### config.mk
export PLATFORM = sky130hd
export DESIGN_NAME = alu_issue_stage_flat
export DESIGN_NICKNAME = d
export VERILOG_FILES = /design/src/rtl/alu_issue_stage_if.sv /design/src/rtl/alu_issue_stage.sv /design/src/flat_wrapper.sv
export SDC_FILE = /design/constraint.sdc
export NUM_CORES = 1
export LEC_CHECK = 0
export ABC_CLOCK_PERIOD_IN_PS = 3400
export CORE_MARGIN = 4
export CORE_UTILIZATION = 25
export CTS_CLUSTER_DIAMETER = 100
export DETAILED_ROUTE_END_ITERATION = 16
export PLACE_DENSITY = 0.62
export SLEW_MARGIN = 20
export SYNTH_ARGS = -nofsm -noshare
export SYNTH_HDL_FRONTEND = slang
export SYNTH_SLANG_ARGS = --single-unit
### constraint.sdc
create_clock -name clk -period 3.4 [get_ports clk]
set_input_delay 0.34 -clock clk [delete_from_list [all_inputs] [get_ports clk]]
set_output_delay 0.34 -clock clk [all_outputs]
set_load 0.02 [all_outputs]
### src/rtl/alu_issue_stage_if.sv
// Operand/control bundle between register read, the issue stage and the ALU.
// The stage takes the master view; the surrounding pipeline takes the slave view.
interface alu_issue_stage_if #(
    parameter int COUNT_W = 16
);
    logic               in_valid;
    logic               in_ready;
    logic [31:0]        instr;
    logic [31:0]        rs_data;
    logic [31:0]        rt_data;
    logic               flush;
    logic               out_valid;
    logic               out_ready;
    logic [31:0]        alu_a;
    logic [31:0]        alu_b;
    logic [2:0]         alu_control;
    logic [4:0]         dest_reg;
    logic               reg_write;
    logic               illegal;
    logic [COUNT_W-1:0] issued_count;

    modport master (
        input  in_valid, instr, rs_data, rt_data, flush, out_ready,
        output in_ready, out_valid, alu_a, alu_b, alu_control,
               dest_reg, reg_write, illegal, issued_count
    );

    modport slave (
        output in_valid, instr, rs_data, rt_data, flush, out_ready,
        input  in_ready, out_valid, alu_a, alu_b, alu_control,
               dest_reg, reg_write, illegal, issued_count
    );
endinterface

### src/rtl/alu_issue_stage.sv
// Register-read to ALU issue stage: decodes the MIPS instruction into ALU control,
// picks operand B and holds one registered entry behind a valid/ready handshake.
module alu_issue_stage #(
    parameter int         COUNT_W      = 16,
    parameter logic [2:0] ILLEGAL_CTRL = 3'b010
) (
    input  logic               clk,
    input  logic               rst_n,
    alu_issue_stage_if.master  bus
);

    logic [5:0]         opcode_s;
    logic [5:0]         funct_s;
    logic [31:0]        imm_sx_s;
    logic [31:0]        imm_zx_s;
    logic               dec_legal_s;
    logic [2:0]         dec_ctrl_s;
    logic [31:0]        dec_b_s;
    logic [4:0]         dec_dest_s;
    logic               dec_write_s;

    logic [31:0]        nxt_a_s;
    logic [31:0]        nxt_b_s;
    logic [2:0]         nxt_ctrl_s;
    logic [4:0]         nxt_dest_s;
    logic               nxt_write_s;
    logic               nxt_illegal_s;

    logic               in_ready_s;
    logic               capture_s;
    logic               xfer_s;

    logic               out_valid_r;
    logic [31:0]        alu_a_r;
    logic [31:0]        alu_b_r;
    logic [2:0]         alu_control_r;
    logic [4:0]         dest_reg_r;
    logic               reg_write_r;
    logic               illegal_r;
    logic [COUNT_W-1:0] issued_count_r;

    assign opcode_s = bus.instr[31:26];
    assign funct_s  = bus.instr[5:0];
    assign imm_sx_s = {{16{bus.instr[15]}}, bus.instr[15:0]};
    assign imm_zx_s = {16'h0000, bus.instr[15:0]};

    // Opcode/funct decode into ALU control, operand B source and writeback target.
    always_comb begin
        dec_legal_s = 1'b1;
        dec_ctrl_s  = 3'b010;
        dec_b_s     = 32'h0000_0000;
        dec_dest_s  = 5'd0;
        dec_write_s = 1'b0;
        case (opcode_s)
            6'b000000: begin
                dec_b_s     = bus.rt_data;
                dec_dest_s  = bus.instr[15:11];
                dec_write_s = 1'b1;
                case (funct_s)
                    6'b100000, 6'b100001: dec_ctrl_s = 3'b010;
                    6'b100010, 6'b100011: dec_ctrl_s = 3'b110;
                    6'b100100:            dec_ctrl_s = 3'b000;
                    6'b100101:            dec_ctrl_s = 3'b001;
                    6'b101010:            dec_ctrl_s = 3'b111;
                    default:              dec_legal_s = 1'b0;
                endcase
            end
            6'b001000: begin dec_ctrl_s = 3'b010; dec_b_s = imm_sx_s; dec_dest_s = bus.instr[20:16]; dec_write_s = 1'b1; end
            6'b001010: begin dec_ctrl_s = 3'b111; dec_b_s = imm_sx_s; dec_dest_s = bus.instr[20:16]; dec_write_s = 1'b1; end
            6'b001100: begin dec_ctrl_s = 3'b000; dec_b_s = imm_zx_s; dec_dest_s = bus.instr[20:16]; dec_write_s = 1'b1; end
            6'b001101: begin dec_ctrl_s = 3'b001; dec_b_s = imm_zx_s; dec_dest_s = bus.instr[20:16]; dec_write_s = 1'b1; end
            6'b100011: begin dec_ctrl_s = 3'b010; dec_b_s = imm_sx_s; dec_dest_s = bus.instr[20:16]; dec_write_s = 1'b1; end
            6'b101011: begin dec_ctrl_s = 3'b010; dec_b_s = imm_sx_s; end
            6'b000100: begin dec_ctrl_s = 3'b110; dec_b_s = bus.rt_data; end
            default:   dec_legal_s = 1'b0;
        endcase
    end

    // Final entry: illegal instructions carry a zeroed payload; writes to $0 are suppressed.
    always_comb begin
        if (dec_legal_s) begin
            nxt_a_s       = bus.rs_data;
            nxt_b_s       = dec_b_s;
            nxt_ctrl_s    = dec_ctrl_s;
            nxt_dest_s    = dec_dest_s;
            nxt_write_s   = dec_write_s && (dec_dest_s != 5'd0);
            nxt_illegal_s = 1'b0;
        end else begin
            nxt_a_s       = 32'h0000_0000;
            nxt_b_s       = 32'h0000_0000;
            nxt_ctrl_s    = ILLEGAL_CTRL;
            nxt_dest_s    = 5'd0;
            nxt_write_s   = 1'b0;
            nxt_illegal_s = 1'b1;
        end
    end

    assign in_ready_s = !out_valid_r || bus.out_ready;
    assign capture_s  = bus.in_valid && in_ready_s && !bus.flush;
    assign xfer_s     = out_valid_r && bus.out_ready;

    // Pipeline register: flush kills the entry, capture loads, a lone transfer drains.
    always_ff @(posedge clk or negedge rst_n) begin
        if (!rst_n) begin
            out_valid_r    <= 1'b0;
            alu_a_r        <= 32'h0000_0000;
            alu_b_r        <= 32'h0000_0000;
            alu_control_r  <= 3'b000;
            dest_reg_r     <= 5'd0;
            reg_write_r    <= 1'b0;
            illegal_r      <= 1'b0;
            issued_count_r <= {COUNT_W{1'b0}};
        end else begin
            if (xfer_s) begin
                issued_count_r <= issued_count_r + {{(COUNT_W-1){1'b0}}, 1'b1};
            end else begin
                issued_count_r <= issued_count_r;
            end
            if (bus.flush) begin
                out_valid_r <= 1'b0;
            end else if (capture_s) begin
                out_valid_r   <= 1'b1;
                alu_a_r       <= nxt_a_s;
                alu_b_r       <= nxt_b_s;
                alu_control_r <= nxt_ctrl_s;
                dest_reg_r    <= nxt_dest_s;
                reg_write_r   <= nxt_write_s;
                illegal_r     <= nxt_illegal_s;
            end else if (xfer_s) begin
                out_valid_r <= 1'b0;
            end else begin
                out_valid_r <= out_valid_r;
            end
        end
    end

    assign bus.in_ready     = in_ready_s;
    assign bus.out_valid    = out_valid_r;
    assign bus.alu_a        = alu_a_r;
    assign bus.alu_b        = alu_b_r;
    assign bus.alu_control  = alu_control_r;
    assign bus.dest_reg     = dest_reg_r;
    assign bus.reg_write    = reg_write_r;
    assign bus.illegal      = illegal_r;
    assign bus.issued_count = issued_count_r;

endmodule

### src/flat_wrapper.sv
// flat-port wrapper written by rule: the top's interface ports become plain ports
module alu_issue_stage_flat 
#(
    parameter int         COUNT_W      = 16,
    parameter logic [2:0] ILLEGAL_CTRL = 3'b010
)
  (clk, rst_n, bus_in_valid, bus_instr, bus_rs_data, bus_rt_data, bus_flush, bus_out_ready, bus_in_ready, bus_out_valid, bus_alu_a, bus_alu_b, bus_alu_control, bus_dest_reg, bus_reg_write, bus_illegal, bus_issued_count);
  alu_issue_stage_if #(.COUNT_W(COUNT_W)) bus_i ();
  input  logic clk;
  input  logic rst_n;
  input wire logic [$bits(bus_i.in_valid)-1:0] bus_in_valid;
  input wire logic [$bits(bus_i.instr)-1:0] bus_instr;
  input wire logic [$bits(bus_i.rs_data)-1:0] bus_rs_data;
  input wire logic [$bits(bus_i.rt_data)-1:0] bus_rt_data;
  input wire logic [$bits(bus_i.flush)-1:0] bus_flush;
  input wire logic [$bits(bus_i.out_ready)-1:0] bus_out_ready;
  output wire logic [$bits(bus_i.in_ready)-1:0] bus_in_ready;
  output wire logic [$bits(bus_i.out_valid)-1:0] bus_out_valid;
  output wire logic [$bits(bus_i.alu_a)-1:0] bus_alu_a;
  output wire logic [$bits(bus_i.alu_b)-1:0] bus_alu_b;
  output wire logic [$bits(bus_i.alu_control)-1:0] bus_alu_control;
  output wire logic [$bits(bus_i.dest_reg)-1:0] bus_dest_reg;
  output wire logic [$bits(bus_i.reg_write)-1:0] bus_reg_write;
  output wire logic [$bits(bus_i.illegal)-1:0] bus_illegal;
  output wire logic [$bits(bus_i.issued_count)-1:0] bus_issued_count;
  assign bus_i.in_valid = bus_in_valid;
  assign bus_i.instr = bus_instr;
  assign bus_i.rs_data = bus_rs_data;
  assign bus_i.rt_data = bus_rt_data;
  assign bus_i.flush = bus_flush;
  assign bus_i.out_ready = bus_out_ready;
  assign bus_in_ready = bus_i.in_ready;
  assign bus_out_valid = bus_i.out_valid;
  assign bus_alu_a = bus_i.alu_a;
  assign bus_alu_b = bus_i.alu_b;
  assign bus_alu_control = bus_i.alu_control;
  assign bus_dest_reg = bus_i.dest_reg;
  assign bus_reg_write = bus_i.reg_write;
  assign bus_illegal = bus_i.illegal;
  assign bus_issued_count = bus_i.issued_count;
  alu_issue_stage #(.COUNT_W(COUNT_W), .ILLEGAL_CTRL(ILLEGAL_CTRL)) u_core (.clk(clk), .rst_n(rst_n), .bus(bus_i));
endmodule
== After elaboration in Yosys (flattened, before gate mapping) ==
Index checks and enable logic that the tools add are counted.

* Logic and storage cells: 59
* Bits in registers: 91

* Bitwise gates (word level): 1
* Reductions and logical operators: 19
* Equality and inequality tests: 14
* Muxes and demuxes: 16
* $add $sub $neg: 1

{| class="wikitable"
|+ Operators with widths
! operator !! number
|-
| 32-bit case mux with 3 select lines || 1
|-
| 32-bit two-way mux || 2
|-
| 6-bit equality test, second input constant || 9
|-
| 6-bit by 4-bit equality test with 1-bit output, second input constant || 4
|-
| 16-bit by 1-bit adder with 16-bit output, second input constant || 1
|-
| 3-bit case mux with 5 select lines || 1
|-
| 7-bit OR reduction || 2
|-
| 3-bit case mux with 4 select lines || 1
|-
| 5-bit case mux with 2 select lines || 1
|-
| 1-bit two-way mux || 7
|-
| 6-bit by 3-bit equality test with 1-bit output, second input constant || 1
|-
| 6-bit zero test || 1
|-
| 2-bit OR reduction || 3
|-
| 6-bit OR reduction || 1
|-
| 5-bit two-way mux || 1
|-
| 5-bit nonzero test || 1
|-
| 5-bit OR reduction || 1
|-
| 1-bit logical AND || 4
|-
| 4-bit OR reduction || 1
|-
| 3-bit two-way mux || 1
|-
| 3-bit nonzero test || 1
|-
| 1-bit zero test || 2
|-
| 1-bit case mux with 2 select lines || 1
|-
| 2-bit AND reduction || 1
|-
| 2 further kinds || 2
|}

== Depth between registers and ports, before layout ==
Gate-level depths: netlist of run 1.

* Depth in word-level cells: 6
* Gate-level depth with buffers: 8
* Mapped depth without buffers: 5

== Least setup slack after synthesis of run 1 ==
OpenSTA, ideal clock, no wires.

* Path type: input-to-reg
* Start: in bus_instr[28]
* End: reg u_core.alu_control_r[1], in the netlist u_core.bus.alu_control[1]
* Path buffers: 3
* Stages on the path: 7
* Setup slack: 1.546 ns
* Data arrival time: 1.728 ns
* Required time: 3.274 ns
* Library setup time: 0.126 ns
* Cells stage by stage: buf_2 mux2i_1 a32o_1 clkbuf_1 o21ai_2 buf_6 o32a_1

* Word-level cells in the longest chain between the ends: 4
* Elaborated cells between the ends (all ways): 12
* Those cells by class: eq/ne (7); mux (3); reduce/logical (2)

{| class="wikitable"
|+ RTL lines
! item !! line !! RTL
|-
| start: declaration || flat_wrapper.sv:12 || <nowiki>input wire logic [$bits(bus_i.instr)-1:0] bus_instr;</nowiki>
|-
| 6-bit equality test, or another cell as far along || alu_issue_stage.sv:54 || <nowiki>case (opcode_s)</nowiki>
|-
| 7-bit OR reduction (no line) || - ||
|-
| 1-bit case mux with 2 select lines || alu_issue_stage.sv:54 ||
|-
| 3-bit two-way mux (*) || alu_issue_stage.sv:81 || <nowiki>if (dec_legal_s) begin</nowiki>
|-
| end signal: assignment || alu_issue_stage.sv:125 || <nowiki>alu_control_r <= nxt_ctrl_s;</nowiki>
|-
| end: declaration || alu_issue_stage.sv:36 || <nowiki>logic [2:0] alu_control_r;</nowiki>
|}

Mark *: on every way between the ends. The rest lies on a longest branch, timed or not.
A chain may end at the register's enable or synchronous reset.

== Worst setup path after layout of run 1 ==
* Start: in bus_instr[3]
* End: reg u_core.alu_b_r[20], in the netlist u_core.bus.alu_b[20]

* Word-level cells in the longest chain between the ends: 5
* Elaborated cells between the ends (all ways): 11
* Those cells by class: eq/ne (7); mux (3); reduce/logical (1)

{| class="wikitable"
|+ RTL lines
! item !! line !! RTL
|-
| 6-bit equality test || alu_issue_stage.sv:59 || <nowiki>case (funct_s)</nowiki>
|-
| 7-bit OR reduction (no line) (*) || - ||
|-
| 1-bit two-way mux (*) || alu_issue_stage.sv:59 ||
|-
| 1-bit case mux with 2 select lines (*) || alu_issue_stage.sv:54 ||
|-
| 32-bit two-way mux (*) || alu_issue_stage.sv:81 ||
|-
| end signal: assignment || alu_issue_stage.sv:124 || <nowiki>alu_b_r <= nxt_b_s;</nowiki>
|-
| end: declaration || alu_issue_stage.sv:35 || <nowiki>logic [31:0] alu_b_r;</nowiki>
|}

Marked as above.

==> run metrics, run 1 <==
status completed; FF-to-FF Start u_core.bus.out_valid$_DFFE_PN0P_; Leak Pwr 2.547 nW; Post-Synth XOR/XNOR Area 0.03381; hpwl dp between 8000 and 9000 um; Sequential Power Share 0.451; Die H 132.7 um; reg2reg end u_core.bus.alu_b[20]$_DFFE_PN0P_; share of cells above drive strength 1 0.05882; clock buffer depth 2; largest family of logic cells by synthesized area compound AO/OA/AOI/OAI gates; Antenna Cells 0; Routed WL about 12000 um; Buffers & Inverters on Critical Path 2; core area about 15000 um^2; Post-synth EDFFs 0; Final Setup Violations 0; Tcrit/Tclk final 0.7006; # clock sinks 91; area of the mapped netlist between 3000 and 4000 um^2; Required @ worst endpoint 3600 ps; synthesized area per cell 10.86 um^2; Slew headroom 0.4716; Synth Register Bits 91; clk slew on worst S/H paths around 60 ps; # fillers 1474; crit path time final 2382 ps; vias per cell 4.794; Worst Hold Path Cells 2; Mapped Cells roughly 360; TritonCTS clock tree done; Core Rows 45; Hold Path Class reg -> reg; setup TNS 0 ps; Clock Tree Root clkbuf_16; Worst setup SP type input port; Comb pwr share 0.176; Main synth FF type dfrtp_1; Max-Cap Viols 0; syn_nets 460; P_int 1.955 mW; PwrDens between 400 and 500 nW/um^2; simple logic cell fraction of the synthesized area 0.1165; net load switching power roughly 0.7 mW; pin slew with the least headroom to its limit between 700 and 800 ps; antenna violations before repair 0; antenna viol nets, final 0; DR WL met2 between 5000 and 6000 um; DRT iter0 DRCs roughly 170; fin util 0.4100; Async S/R FF share, synth 1.000; CP Class in -> reg; area growth from synthesis to final layout 60.37%; Peak Freq roughly 420 MHz; Hold Path Sink u_core.bus.alu_b[11]$_DFFE_PN0P_; crit path capture type register; Max Used Layer met4; Final #Nets 642; WL met3 1026 um; Post-Synth Adder-Cell Area 0.003220; total number of vias between 3000 and 4000; wire per inst about 16 um; Slew Viols, Final 0; metal1 wirelength 5215 um; post-route cell area 6232 um^2; final-report hold violation count 0; vias in the first global route between 3000 and 4000; Peak VDD IR 0.2648 mV; DRC viols 0; Top Ports slightly below 200; grt ovf 0; R2R depth 6; placed insts 716; DR pass1 iterations 4; Power Total 2.638 mW; clk_lat worst skew around 340 ps; compound-cell area share of the yosys netlist 0.2212; Clock power frac 0.373; DP Area about 5900 um^2; Initial Util 0.2556; Setup Skew 4.855 ps; worst path cell trace clkdlybuf4s50_1 > nand2_1 > a31o_2 > o21a_2 > o21ai_2 > buf_4 > o21ai_0; largest net degree at the start of global routing 73; number of H-tree levels 3; gpl congestion ~0.8; die extent in x around 130 um; critical path's top delay family compound AO/OA/AOI/OAI gates; max incr delay on CP roughly 580 ps; Total GRT Usage 0.1373; YS warnings 0; RSZ-0062 raised after global routing false; post-synthesis cell type count 45; Final Non-Filler Cells approximately 730; Final WS setup about 1000 ps; sequential cell area fraction in the yosys report 0.5860; first-pass GRT wire length around 19000 um; DIE AREA 17600 um^2; crit path DAT 2590 ps; Hold Startpoint u_core.bus.alu_b[11]$_DFFE_PN0P_; Sw Share 0.2588; FF-to-FF setup slack 1610 ps; Port Buf Inserts 187; Slowest cell on crit path clkdlybuf4s50_1; worst-path fanout max 23; hold_ws 478.4 ps; TritonCTS buffer count 9; mux contribution to synthesized area 0.005473; pre-CTS WS ~630 ps
[tightest hold or removal path: cells and delay by family (launching register included)]
kind               cells  cell delay [ps]
AOI/OAI and AO/OA      1               60
DFF                    1              340
and+or+nand+nor        1               50
[cell usage in the layout, fill, tap and decap left out, drive strengths merged, types with 2 or more instances in the layout]
cell type	instances
clkdlybuf4s50	186
dfrtp	91
nand2	52
o21ai	40
a22o	35
a22oi	21
a21oi	17
nor2	13
xnor2	10
clkbuf	9
buf	9
nor3b	5
xor2	5
nand4	4
inv	4
nor3	4
nor2b	3
nand3	3
clkinvlp	3
o21a	3
or4	3
and3	2
or3	2
a31oi	2
o22ai	2
[metal layers]
layer  vias to the layer above  GRT usage
met5                         -          0
met2                       136     0.2255
met4                         0    0.03984
met3                        11    0.05894
met1                      1701     0.1646
li1                       1661          -
[worst max-delay path by stage]
stage | cells past startpoint | to | from
5_1_grt | 6 | u_core.bus.alu_b[21]$_DFFE_PN0P_ | bus_instr[26]
4_1_cts | 6 | u_core.bus.alu_b[20]$_DFFE_PN0P_ | bus_instr[26]
2_1_floorplan | 7 | u_core.bus.alu_control[1]$_DFFE_PN0P_ | bus_instr[28]
6_report | 7 | u_core.bus.alu_b[20]$_DFFE_PN0P_ | bus_instr[3]
3_3_place_gp | 7 | u_core.bus.alu_b[22]$_DFFE_PN0P_ | bus_instr[1]
3_5_place_dp | 6 | u_core.bus.alu_b[15]$_DFFE_PN0P_ | bus_instr[26]
[synthesized netlist by cell type (2+ instances only)]
master    instances  area, um^2
nand4_1           4       25.02
nand3_1           3       15.01
nor3b_1           5       37.54
o21a_1            2       15.01
inv_1             3       11.26
a22o_1           35       306.5
buf_4             4       30.03
or3_1             2       12.51
o22ai_1           2       12.51
and3_1            2       12.51
clkbuf_1         15       56.30
o21ai_1           9       45.04
buf_2             3       15.01
a21oi_1          17       85.08
a22oi_1          21       157.7
xnor2_1          10       87.58
nor2_1           12       45.04
xor2_1            5       43.79
o21ai_0          30       150.1
or4_1             2       15.01
nand2_1          52       195.2
a31oi_1           2       12.51
buf_1             2       7.510
nor3_1            3       15.01
dfrtp_1          91        2277
nor2b_1           3       18.77
[power by group through the flow]
| stage | logic [mW] | registers (mW) | clock network [mW] |
|---|---|---|---|
| 2_1_floorplan | 0.113 | 1.27 | 0 |
| 3_3_place_gp | 0.463 | 1.21 | 0 |
| 3_5_place_dp | 0.468 | 1.21 | 0 |
| 4_1_cts | 0.472 | 1.19 | 1.03 |
| 5_1_grt | 0.499 | 1.20 | 1.08 |
| 6_report | 0.465 | 1.19 | 0.984 |
[final cells by class]
class	instances	area, um^2	area share
flip-flops and latches	91	2277	0.3654
repair buffers	196	1939	0.3112
multi-input cells	239	1478	0.2371
clock inverters	6	66.31	0.01064
well taps	188	235.2	0.03774
inverters	3	11.26	0.001807
clock buffers	9	225.2	0.03614
[cells by family after synthesis]
| logic type | Yosys count |
|---|---|
| fa+ha+maj | 1 |
| mux | 2 |
| flops | 91 |
| compound gates | 126 |
| simple gates | 95 |
| xor+xnor | 15 |
| buf+inv | 28 |
[repair_timing]
item | 4_1_cts | 5_1_grt
hold buffers | 1 | 0
buffers inserted | 0 | 0
endpoints found under the hold margin | 35 | 0
gates resized for setup | 0 | 0
Power figures use the tool's default switching activity.
==> run 2: changes to the inputs <==
ABC_CLOCK_PERIOD_IN_PS = 1950   (was 3400)
PLACE_DENSITY = 0.64   (was 0.62)
clock period = 1.95 ns   (was 3.4 ns; I/O delays follow)
==> run metrics, run 2 (synthesis gave the netlist of run 1 again) <==
status completed; Total GRT Usage 0.1416 (+0.004354); DRC viols 0 (unchanged); Slew Viols, Final 0 (unchanged); largest net degree at the start of global routing 73 (unchanged); Peak Freq between 500 and 600 MHz; total number of vias 3586 (+2.2%); antenna viol nets, final 0 (unchanged); commonest non-fill, non-tap cell in the layout clkdlybuf4s50_1; TritonCTS clock tree done; RSZ-0062 raised after global routing false; die extent in x 132.7 um (unchanged); vias per cell 4.775 (-0.39%); FF-to-FF setup slack 350 ps (-1260 ps); final-report hold violation count 0 (unchanged); grt ovf 0 (unchanged); share of cells above drive strength 1 0.09236 (+0.03354); Antenna Cells 0 (unchanged); critical path's top delay family buffers and inverters; FF-to-FF Start u_core.bus.out_valid$_DFFE_PN0P_; pin slew with the least headroom to its limit 533.2 ps (-259.4 ps); Max-Cap Viols 0 (unchanged); vias in the first global route 3775 (+1.3%); Tcrit/Tclk final 0.9291; Setup Skew 2.611 ps (-2.244 ps); metal1 wirelength 5261 um (+0.88%); Peak VDD IR 0.4360 mV (+65%); core area 15200 um^2 (unchanged); Routed WL 12310 um (+2.0%); Worst setup SP type register; most frequent cells in the layout clkdlybuf4s50_1 (186), dfrtp_1 (91), nand2_1 (52); Die H 132.7 um (unchanged); clk slew on worst S/H paths 70 ps (about the same); crit path capture type output pin; max incr delay on CP 610 ps (+30 ps); clock buffer depth 2 (unchanged); PwrDens 722.9 nW/um^2 (+71%); Final Setup Violations 0 (unchanged); Slew headroom 0.6445 (+0.1730); R2R depth 6 (unchanged); wire per inst 16.39 um (-0.62%); DRT iter0 DRCs 180 (+9.1%); first-pass GRT wire length 20080 um (+3.3%); setup bufs post-CTS 0 (unchanged); Power Total 4.635 mW (+76%); Initial Util 0.2556 (unchanged); DIE AREA 17600 um^2 (unchanged); Core Rows 45 (unchanged); hpwl dp 9080 um (+1.9%); Leak Pwr 2.657 nW (+4.3%); Max Used Layer met4; worst path cell trace nor2b_2 > inv_1 > clkdlybuf4s50_1; Buffers & Inverters on Critical Path 2 (unchanged); Slowest cell on crit path clkdlybuf4s50_1; Hold Path Class in -> async; WL met3 1107 um (+7.9%); DR WL met2 5756 um (+1.2%); number of H-tree levels 3 (unchanged); # clock sinks 91 (unchanged); TritonCTS buffer count 9 (unchanged); DR pass1 iterations 4 (unchanged); Final Non-Filler Cells 751 (+2.6%); Required @ worst endpoint 1750 ps (-1850 ps); Critical Path Start u_core.bus.out_valid$_DFFE_PN0P_; Critical Path Sink bus_in_ready; area growth from synthesis to final layout 64.97%; Stages on worst setup path 3 (-4); Top Ports 193 (unchanged); CP Class reg -> out; worst-path fanout max 4 (-83%); clk_lat worst skew 340 ps (about the same); crit path time final between 1500 and 2000 ps; reg2reg end u_core.bus.alu_b[26]$_DFFE_PN0P_; placed insts 734 (+2.5%); Port Buf Inserts 187 (unchanged); gpl congestion 0.8150 (-0.67%); Final #Nets 660 (+2.8%); Clock Tree Root clkbuf_16; crit path DAT 1620 ps (-970 ps); antenna violations before repair 0 (unchanged)
-- run 2: cell count changes in the layout (fill, tap and decap cells not counted) --
cell,change
inv_8,+2
clkbuf_8,+1
bufinv_16,-1
clkinv_2,-1
clkinvlp_4,-2
buf_4,+15
inv_6,+1
nor2b_1,-1
clkinv_4,+1
buf_12,+3
nor2b_2,+1
-- run 2: report_power, final --
part	internal (mW)	switching, mW
Clock	0.929	0.797
Sequential	1.98	0.0899
Combinational	0.463	0.374
Total	3.37	1.26
-- run 2: cell type report --
cell class,count,area (um^2)
clock buffers,10,239.0
clock inverters,6,56.30
fillers,1431,8791
inverters,3,11.26
multi-input cells,239,1480
flip-flops and latches,91,2277
well taps,188,235.2
repair buffers,214,2112
-- run 2: repair_timing --
action                                  in CTS  in global routing
hold buffers                                 1                  0
resized for setup                            0                  1
endpoints found under the setup margin       0                  1
endpoints found under the hold margin       38                  0
-- run 2: per-layer routing --
metal,vias to the layer above,GRT usage
met5,-,0
met4,0,0.03868
met2,149,0.2368
met3,14,0.05856
li1,1696,-
met1,1727,0.1686
-- run 2: worst min-delay path by stage --
stage | to | start
after floorplan | u_core.bus.alu_a[0]$_DFFE_PN0P_ | rst_n
final | u_core.bus.issued_count[10]$_DFFE_PN0P_ | rst_n
after global placement | u_core.bus.issued_count[10]$_DFFE_PN0P_ | rst_n
after detailed placement | u_core.bus.issued_count[10]$_DFFE_PN0P_ | rst_n
after CTS | u_core.bus.issued_count[10]$_DFFE_PN0P_ | rst_n
after global routing | u_core.bus.issued_count[10]$_DFFE_PN0P_ | rst_n
-- run 2: metrics by stage --
step	setup slack [ps]	utilization	instance area (um^2)	TNS, ps	hold WS, ps
after global routing	61.14	0.4217	6411	0	429.0
after detailed placement	-176.8	0.4015	6103	-9151	212.7
after global placement	-129.5	0.4015	6103	-7512	199.6
final	138.2	0.4217	6411	0	381.2
after floorplan	227.1	-	3886	0	-100.6
after CTS	75.97	0.4216	6409	0	389.5
